File: config.mk
export PLATFORM = sky130hd
export DESIGN_NAME = master_in_port
export DESIGN_NICKNAME = d
export VERILOG_FILES = /design/src/rtl/master_in_port.sv
export SDC_FILE = /design/constraint.sdc
export NUM_CORES = 1
export LEC_CHECK = 0
export ABC_AREA = 1
export BUFFER_PORTS_ARGS = -buffer_cell sky130_fd_sc_hd__clkbuf_2
export CAP_MARGIN = 25
export CORE_MARGIN = 4
export CORE_UTILIZATION = 25
export CTS_CLUSTER_DIAMETER = 200
export DETAILED_ROUTE_END_ITERATION = 10
export GPL_ROUTABILITY_DRIVEN = 0
export GPL_TIMING_DRIVEN = 0
export SETUP_SLACK_MARGIN = 0.02
export SYNTH_ARGS = -nofsm -noshare
export SYNTH_HDL_FRONTEND = slang
export SYNTH_SLANG_ARGS = --single-unit
File: constraint.sdc
create_clock -name clk -period 2.12 [get_ports clk]
set_clock_uncertainty 0.1 [all_clocks]
set_input_delay 0.318 -clock clk [delete_from_list [all_inputs] [get_ports clk]]
set_output_delay 0.318 -clock clk [all_outputs]
set_load 0.01 [all_outputs]
File: src/rtl/master_in_port.sv
// master_in_port: reassembles LSB-first serial bytes from the slave return path and
// buffers them in a first-word-fall-through FIFO toward the master core.
module master_in_port #(
  parameter int unsigned DEPTH = 2,
  parameter int unsigned CNT_W = 16
) (
  input  logic                       clk,
  input  logic                       reset,
  input  logic                       rx_data,
  input  logic                       slave_valid,
  input  logic                       slave_tx_done,
  output logic                       master_ready,
  output logic [7:0]                 rx_byte,
  output logic                       rx_valid,
  input  logic                       rx_ready,
  output logic                       frame_error,
  output logic [CNT_W-1:0]           byte_count,
  output logic [$clog2(DEPTH+1)-1:0] fifo_level
);
  localparam int unsigned LVL_W = $clog2(DEPTH + 1);
  localparam int unsigned PTR_W = (DEPTH > 1) ? $clog2(DEPTH) : 1;

  typedef enum logic [1:0] {IDLE, RECEIVE, GAP} state_e;

  state_e           state_q, state_d;
  logic [2:0]       cnt_q, cnt_d;
  logic [6:0]       shreg_q, shreg_d;
  logic             err_q, err_d;
  logic [CNT_W-1:0] bcnt_q, bcnt_d;
  logic [LVL_W-1:0] lvl_q, lvl_d;
  logic [PTR_W-1:0] wr_q, wr_d, rd_q, rd_d;
  logic [7:0]       mem_q [DEPTH];
  logic             push, pop, full;

  assign full         = (lvl_q == LVL_W'(DEPTH));
  assign pop          = (lvl_q != '0) && rx_ready;
  assign master_ready = !reset && ((state_q == IDLE) || (state_q == GAP)) && !full;
  assign rx_byte      = mem_q[rd_q];
  assign rx_valid     = (lvl_q != '0);
  assign frame_error  = err_q;
  assign byte_count   = bcnt_q;
  assign fifo_level   = lvl_q;

  // Byte framing FSM; a byte only starts when a FIFO slot is free, so a push never overflows.
  always_comb begin
    state_d = state_q;
    cnt_d   = cnt_q;
    shreg_d = shreg_q;
    err_d   = 1'b0;
    bcnt_d  = bcnt_q;
    push    = 1'b0;
    case (state_q)
      IDLE: begin
        if (slave_tx_done) begin
          err_d = 1'b1;
        end else if (slave_valid) begin
          if (full) begin
            err_d = 1'b1;
          end else begin
            shreg_d[0] = rx_data;
            cnt_d      = 3'd1;
            state_d    = RECEIVE;
          end
        end
      end
      RECEIVE: begin
        if (!slave_valid) begin
          err_d   = 1'b1;
          cnt_d   = 3'd0;
          state_d = IDLE;
        end else begin
          if (cnt_q != 3'd7) shreg_d[cnt_q] = rx_data;
          if (slave_tx_done) begin
            if (cnt_q == 3'd7) begin
              push   = 1'b1;
              bcnt_d = bcnt_q + CNT_W'(1);
            end else begin
              err_d = 1'b1;
            end
            cnt_d   = 3'd0;
            state_d = GAP;
          end else if (cnt_q == 3'd7) begin
            err_d   = 1'b1;
            cnt_d   = 3'd0;
            state_d = IDLE;
          end else begin
            cnt_d = cnt_q + 3'd1;
          end
        end
      end
      GAP:     state_d = IDLE;
      default: state_d = IDLE;
    endcase
  end

  // FIFO pointer and occupancy update.
  always_comb begin
    wr_d  = wr_q;
    rd_d  = rd_q;
    lvl_d = lvl_q;
    if (push) wr_d = (wr_q == PTR_W'(DEPTH - 1)) ? '0 : wr_q + PTR_W'(1);
    if (pop)  rd_d = (rd_q == PTR_W'(DEPTH - 1)) ? '0 : rd_q + PTR_W'(1);
    case ({push, pop})
      2'b10:   lvl_d = lvl_q + LVL_W'(1);
      2'b01:   lvl_d = lvl_q - LVL_W'(1);
      default: lvl_d = lvl_q;
    endcase
  end

  always_ff @(posedge clk) begin
    if (reset) begin
      state_q <= IDLE;
      cnt_q   <= '0;
      shreg_q <= '0;
      err_q   <= 1'b0;
      bcnt_q  <= '0;
      lvl_q   <= '0;
      wr_q    <= '0;
      rd_q    <= '0;
    end else begin
      state_q <= state_d;
      cnt_q   <= cnt_d;
      shreg_q <= shreg_d;
      err_q   <= err_d;
      bcnt_q  <= bcnt_d;
      lvl_q   <= lvl_d;
      wr_q    <= wr_d;
      rd_q    <= rd_d;
    end
  end

  // Storage needs no reset: occupancy gates every read.
  always_ff @(posedge clk) begin
    if (!reset && push) mem_q[wr_q] <= {rx_data, shreg_q};
  end

endmodule

[Word-level counts from Yosys, hierarchy flattened]
Memories as Yosys holds them, arrays and structs flattened. A register that Yosys moved wholly into a read port is not among the register bits.
Cells that the tools add are included.
Word-level totals
  flip-flop bits (word level): 33
  memory bits (writable): 16
  output and inout port bits: 29
  memories kept: 1
Cells by class
  add/sub/neg operators: 6
  order comparisons: 2
  eq/ne operators: 13
  mux-type cells: 41
  reductions and logical operators: 17
Memories
  mem_q: words 2, bits a word 8, rd ports 1, clocked after memory_dff 1, wr ports 1, RTL line 32  | logic [7:0] mem_q [DEPTH];
Operators with widths (count)
  1-bit 2-to-1 mux: 22
  3-bit 2-to-1 mux: 6
  16-bit by 1-bit adder with 16-bit output (second input constant): 1
  2-bit 2-to-1 mux: 6
  4-bit AND reduction: 3
  2-bit inequality test (second input constant): 5
  2-bit case mux with 2 select lines: 2
  7-bit bitwise mux: 1
  2-bit == test (second input constant): 3
  3-bit case mux with 2 select lines: 1
  6-bit AND reduction: 1
  2-bit nonzero test: 3
  1-bit logical AND: 5
  2-bit by 1-bit == test with 1-bit output (second input constant): 2
  3-bit by 4-bit less-than comparator with 1-bit output (second input constant): 1
  4-bit inequality test (second input constant): 1
  1-bit case mux with 2 select lines: 2
  3-bit by 1-bit adder with 3-bit output (second input constant): 1
  1-bit demux with 3-bit select: 1
  3-bit == test (second input constant): 1
  3-bit by 1-bit >= comparator with 1-bit output (second input constant): 1
  3-bit inequality test (second input constant): 1
  3-bit AND reduction: 1
  1-bit adder (second input constant): 2
  5 further kinds: 6

[Logic depth before layout (Yosys ltp)]
  depth after elaboration: 8
  depth in mapped cells: 12
  gate-level depth less buffers: 12

[Least setup slack after synthesis]
Ideal clock, no wire load.
  kind: flip-flop to flip-flop
  start: register cnt_q[0]
  end: memory mem_q[1][0] (enable)
  arrival: 1.736 ns
  slack: -0.099 ns
  stages on the path, launching flop included: 8
  cells stage by stage: dfxtp_1 ha_1 ha_1 ha_1 nand2_1 nor2_1 inv_1 nor3_1
On the way
  word-level cells in the longest chain between the ends: 8
Ends and longest elaborated chain
  from (decl): RTL line 26  | logic [2:0] cnt_q, cnt_d;
  from (signal assigned): RTL line 122  | cnt_q <= cnt_d;
  3-bit == test: RTL line 74  | if (cnt_q == 3'd7) begin
  1-bit 2-to-1 mux: RTL line 74
  1-bit 2-to-1 mux: RTL line 73  | if (slave_tx_done) begin
  1-bit 2-to-1 mux: RTL line 67  | if (!slave_valid) begin
  1-bit 2-to-1 mux: RTL line 52  | case (state_q)
  1-bit logical AND: RTL line 134  | if (!reset && push) mem_q[wr_q] <= {rx_data, shreg_q};
  1-bit 2-to-1 mux: RTL line 134
  1-bit 2-to-1 mux (implied by the code): RTL line 134
  to (decl): RTL line 32
No other way between the ends.

==> run summary <==
RSZ-0062 raised after global routing: no
TritonCTS buffer count: 5
IO Count: 35
P&R area growth vs syn: 21.0%
crit path DAT: 1.53 ns
share of cells above drive strength 1: 0.253
yosys warns: 0
Residual DRC: 0
Max-Cap Viols: 0
crit share post-route: 0.917
number of port buffers: 34
H-Tree Depth: 2
Post-DP Area: 2630 µm²
status: finished clean
Post-Layout Cell Count: 436
total negative slack: 0 ns
die area: 10900 µm²
Routed WL: 4.87 mm
Worst Path Required: 1.70 ns
clock root buffer: clkbuf_8
dpl hpwl: 3.63 mm
Mapped Area: 2320 µm²
crit end category: output pin
Slew @ Worst Pin: 0.588 ns
VDD IR-drop max: 0.372 mV
number of global-route vias before repair: 1838
first-pass GRT wire length: 8.51 mm
# diodes: 0
die width: 104 µm
Synthesized Nets: 296
Final Hold Viols: 0
DR iter-0 viols: 89
wire per inst: 11.2 µm
Clk Latency, worst-skew pair: 0.31 ns
Layout Cell Area excl Fill: 2810 µm²
dpl cells: 427
global-route congestion overflow total: 0
Longest Clk Path Bufs: 2
max frequency: 0.515 GHz
GRT Total Usage: 0.0943
cell count after synthesis: 285
CP max FO: 8
largest net degree at the start of global routing: 18
number of fill cells in the layout: 920
max_slew headroom: 0.608
post-route ant nets: 0
DR vias/cell: 4.41
Synth Register Bits: 50
Tot Pwr: 1.77 mW
Tmin final: 1.94 ns
Hold Crit Class: in -> reg
Seq/Total Area, Yosys: 0.501
clock sink total: 50
drt first pass iters: 4
CORE AREA: 8890 µm²
num rows: 34
# setup viols final: 0
cell area power density: 631 nW/µm²
Worst-path clk slew: 0.10 ns
die height: 104 µm
Avg Inst Size Synth: 8.14 µm²
Final nets: 338
startpoint class of the critical path: register
antenna violations before repair: 0
leakage: 1.19 nW
Max Slew Vio Count: 0
Synth cell types: 25
Vias: 1922
CP Class: reg -> out
Initial Util: 0.261
CTS tree: built
## sequential cells by signal, indices dropped and copies added (netlist names), named ones only
| register | count |
|---|---|
| mem_q | 16 |
| wr_q | 1 |
| state_q | 2 |
| rd_q | 1 |
| cnt_q | 3 |
| shreg_q | 7 |
| frame_error | 1 |
| byte_count | 16 |
| fifo_level | 2 |
## critical path, cell delays in order, from the launching register on
cell	delay, ns
dfxtp_1	0.32
clkbuf_1	0.37
mux2_2	0.40
clkbuf_2	0.13
## cells in the mapped netlist
library cell	count	area [µm²]
o21ai_0	11	55.1
buf_6	1	11.3
clkbuf_1	3	11.3
nor3_1	9	45.0
inv_1	33	124
nand2_2	4	25.0
nor2_4	4	45.0
o21a_1	1	7.51
a211oi_1	1	7.51
inv_2	5	18.8
nand3_1	10	50.1
ha_1	5	62.6
dfxtp_1	34	681
nor2_2	2	12.5
nor2_1	48	180
a21oi_1	19	95.1
or2_2	1	6.26
nor4_1	1	6.26
nand4_2	2	25.0
edfxtp_1	16	480
nand4_1	6	37.5
mux2_2	8	90.1
nand2_1	58	218
nand3_2	2	20.0
buf_2	1	5.00
## layout make-up
cell class	count	area [µm²]	area share
repair buffers	35	178	0.0633
inverters	38	143	0.0508
well taps	108	135	0.0481
clock buffers	5	68.8	0.0245
clock inverters	3	47.5	0.0169
multi-input cells	192	1040	0.370
plain buffers	5	27.5	0.00981
flip-flops and latches	50	1170	0.416
## layout by cell type, fill, tap and decap left out, types with 2 or more instances in the layout
cell type / instances
nor2_1: 46
nand2_1: 58
o21ai_0: 11
edfxtp_1: 16
nor2_2: 4
ha_4: 2
nor2_4: 4
nand3_2: 2
nand4_2: 2
a21oi_1: 19
clkbuf_2: 34
mux2_2: 8
dfxtp_4: 2
inv_1: 32
nand2_2: 4
dfxtp_1: 32
nand3_1: 10
nor3_1: 8
nand4_1: 6
clkbuf_1: 3
inv_6: 2
inv_2: 6
clkbuf_8: 5
ha_1: 2
## cell families (layout without fill, tap and decap cells)
kind of cell	count (synthesis)	count (layout)	synth area share
adder cells (fa/ha/maj)	5	5	0.0270
AND/OR/NAND/NOR	147	147	0.289
AO/OA/AOI/OAI	32	32	0.0712
multiplexers	8	8	0.0388
buffers and inverters	43	86	0.0734
flip-flops	50	50	0.501
## where the power goes
group	internal, mW	total [mW]	switching, mW
logic	0.0234	0.0709	0.0475
clock network	0.360	0.706	0.346
registers	0.988	0.994	0.00636
total	1.37	1.77	0.400
## per-layer routing
layer / part of all wire / vias to the layer above / GRT usage
met5: 0 / - / 0
met4: 0.012 / 0 / 0.0256
met3: 0.039 / 8 / 0.0273
met2: 0.48 / 32 / 0.165
met1: 0.47 / 874 / 0.112
li1: - / 1008 / -
## final timing paths
path         cells after the start             startpoint                    end  slack, ns
min reg2reg                      1      rd_q$_SDFFE_PP0P_               register       0.36
max reg2reg                      7  cnt_q[0]$_SDFFE_PP0P_  mem_q[0][3]$_DFFE_PP_       0.19
min                              1                rx_data  mem_q[0][7]$_DFFE_PP_       0.12
max                              3               register             rx_byte[3]       0.18
## per-stage QoR
stage	hold WS, ns	util	worst slack [ns]
floorplan	0.296	-	0.145
global placement	0.332	0.296	-0.213
detailed placement	0.344	0.296	-0.244
CTS	0.111	0.311	0.0578
global route	0.104	0.316	0.0529
finish	0.117	0.316	0.177
## repair_timing
| item | in CTS | in global routing |
|---|---|---|
| setup buffers | 0 | 1 |
| pin swaps | 1 | 2 |
| hold buffers | 0 | 0 |
| endpoints found under the setup margin | 18 | 18 |
| resized for setup | 8 | 5 |
No activity file was read; power rests on OpenSTA's default activity.
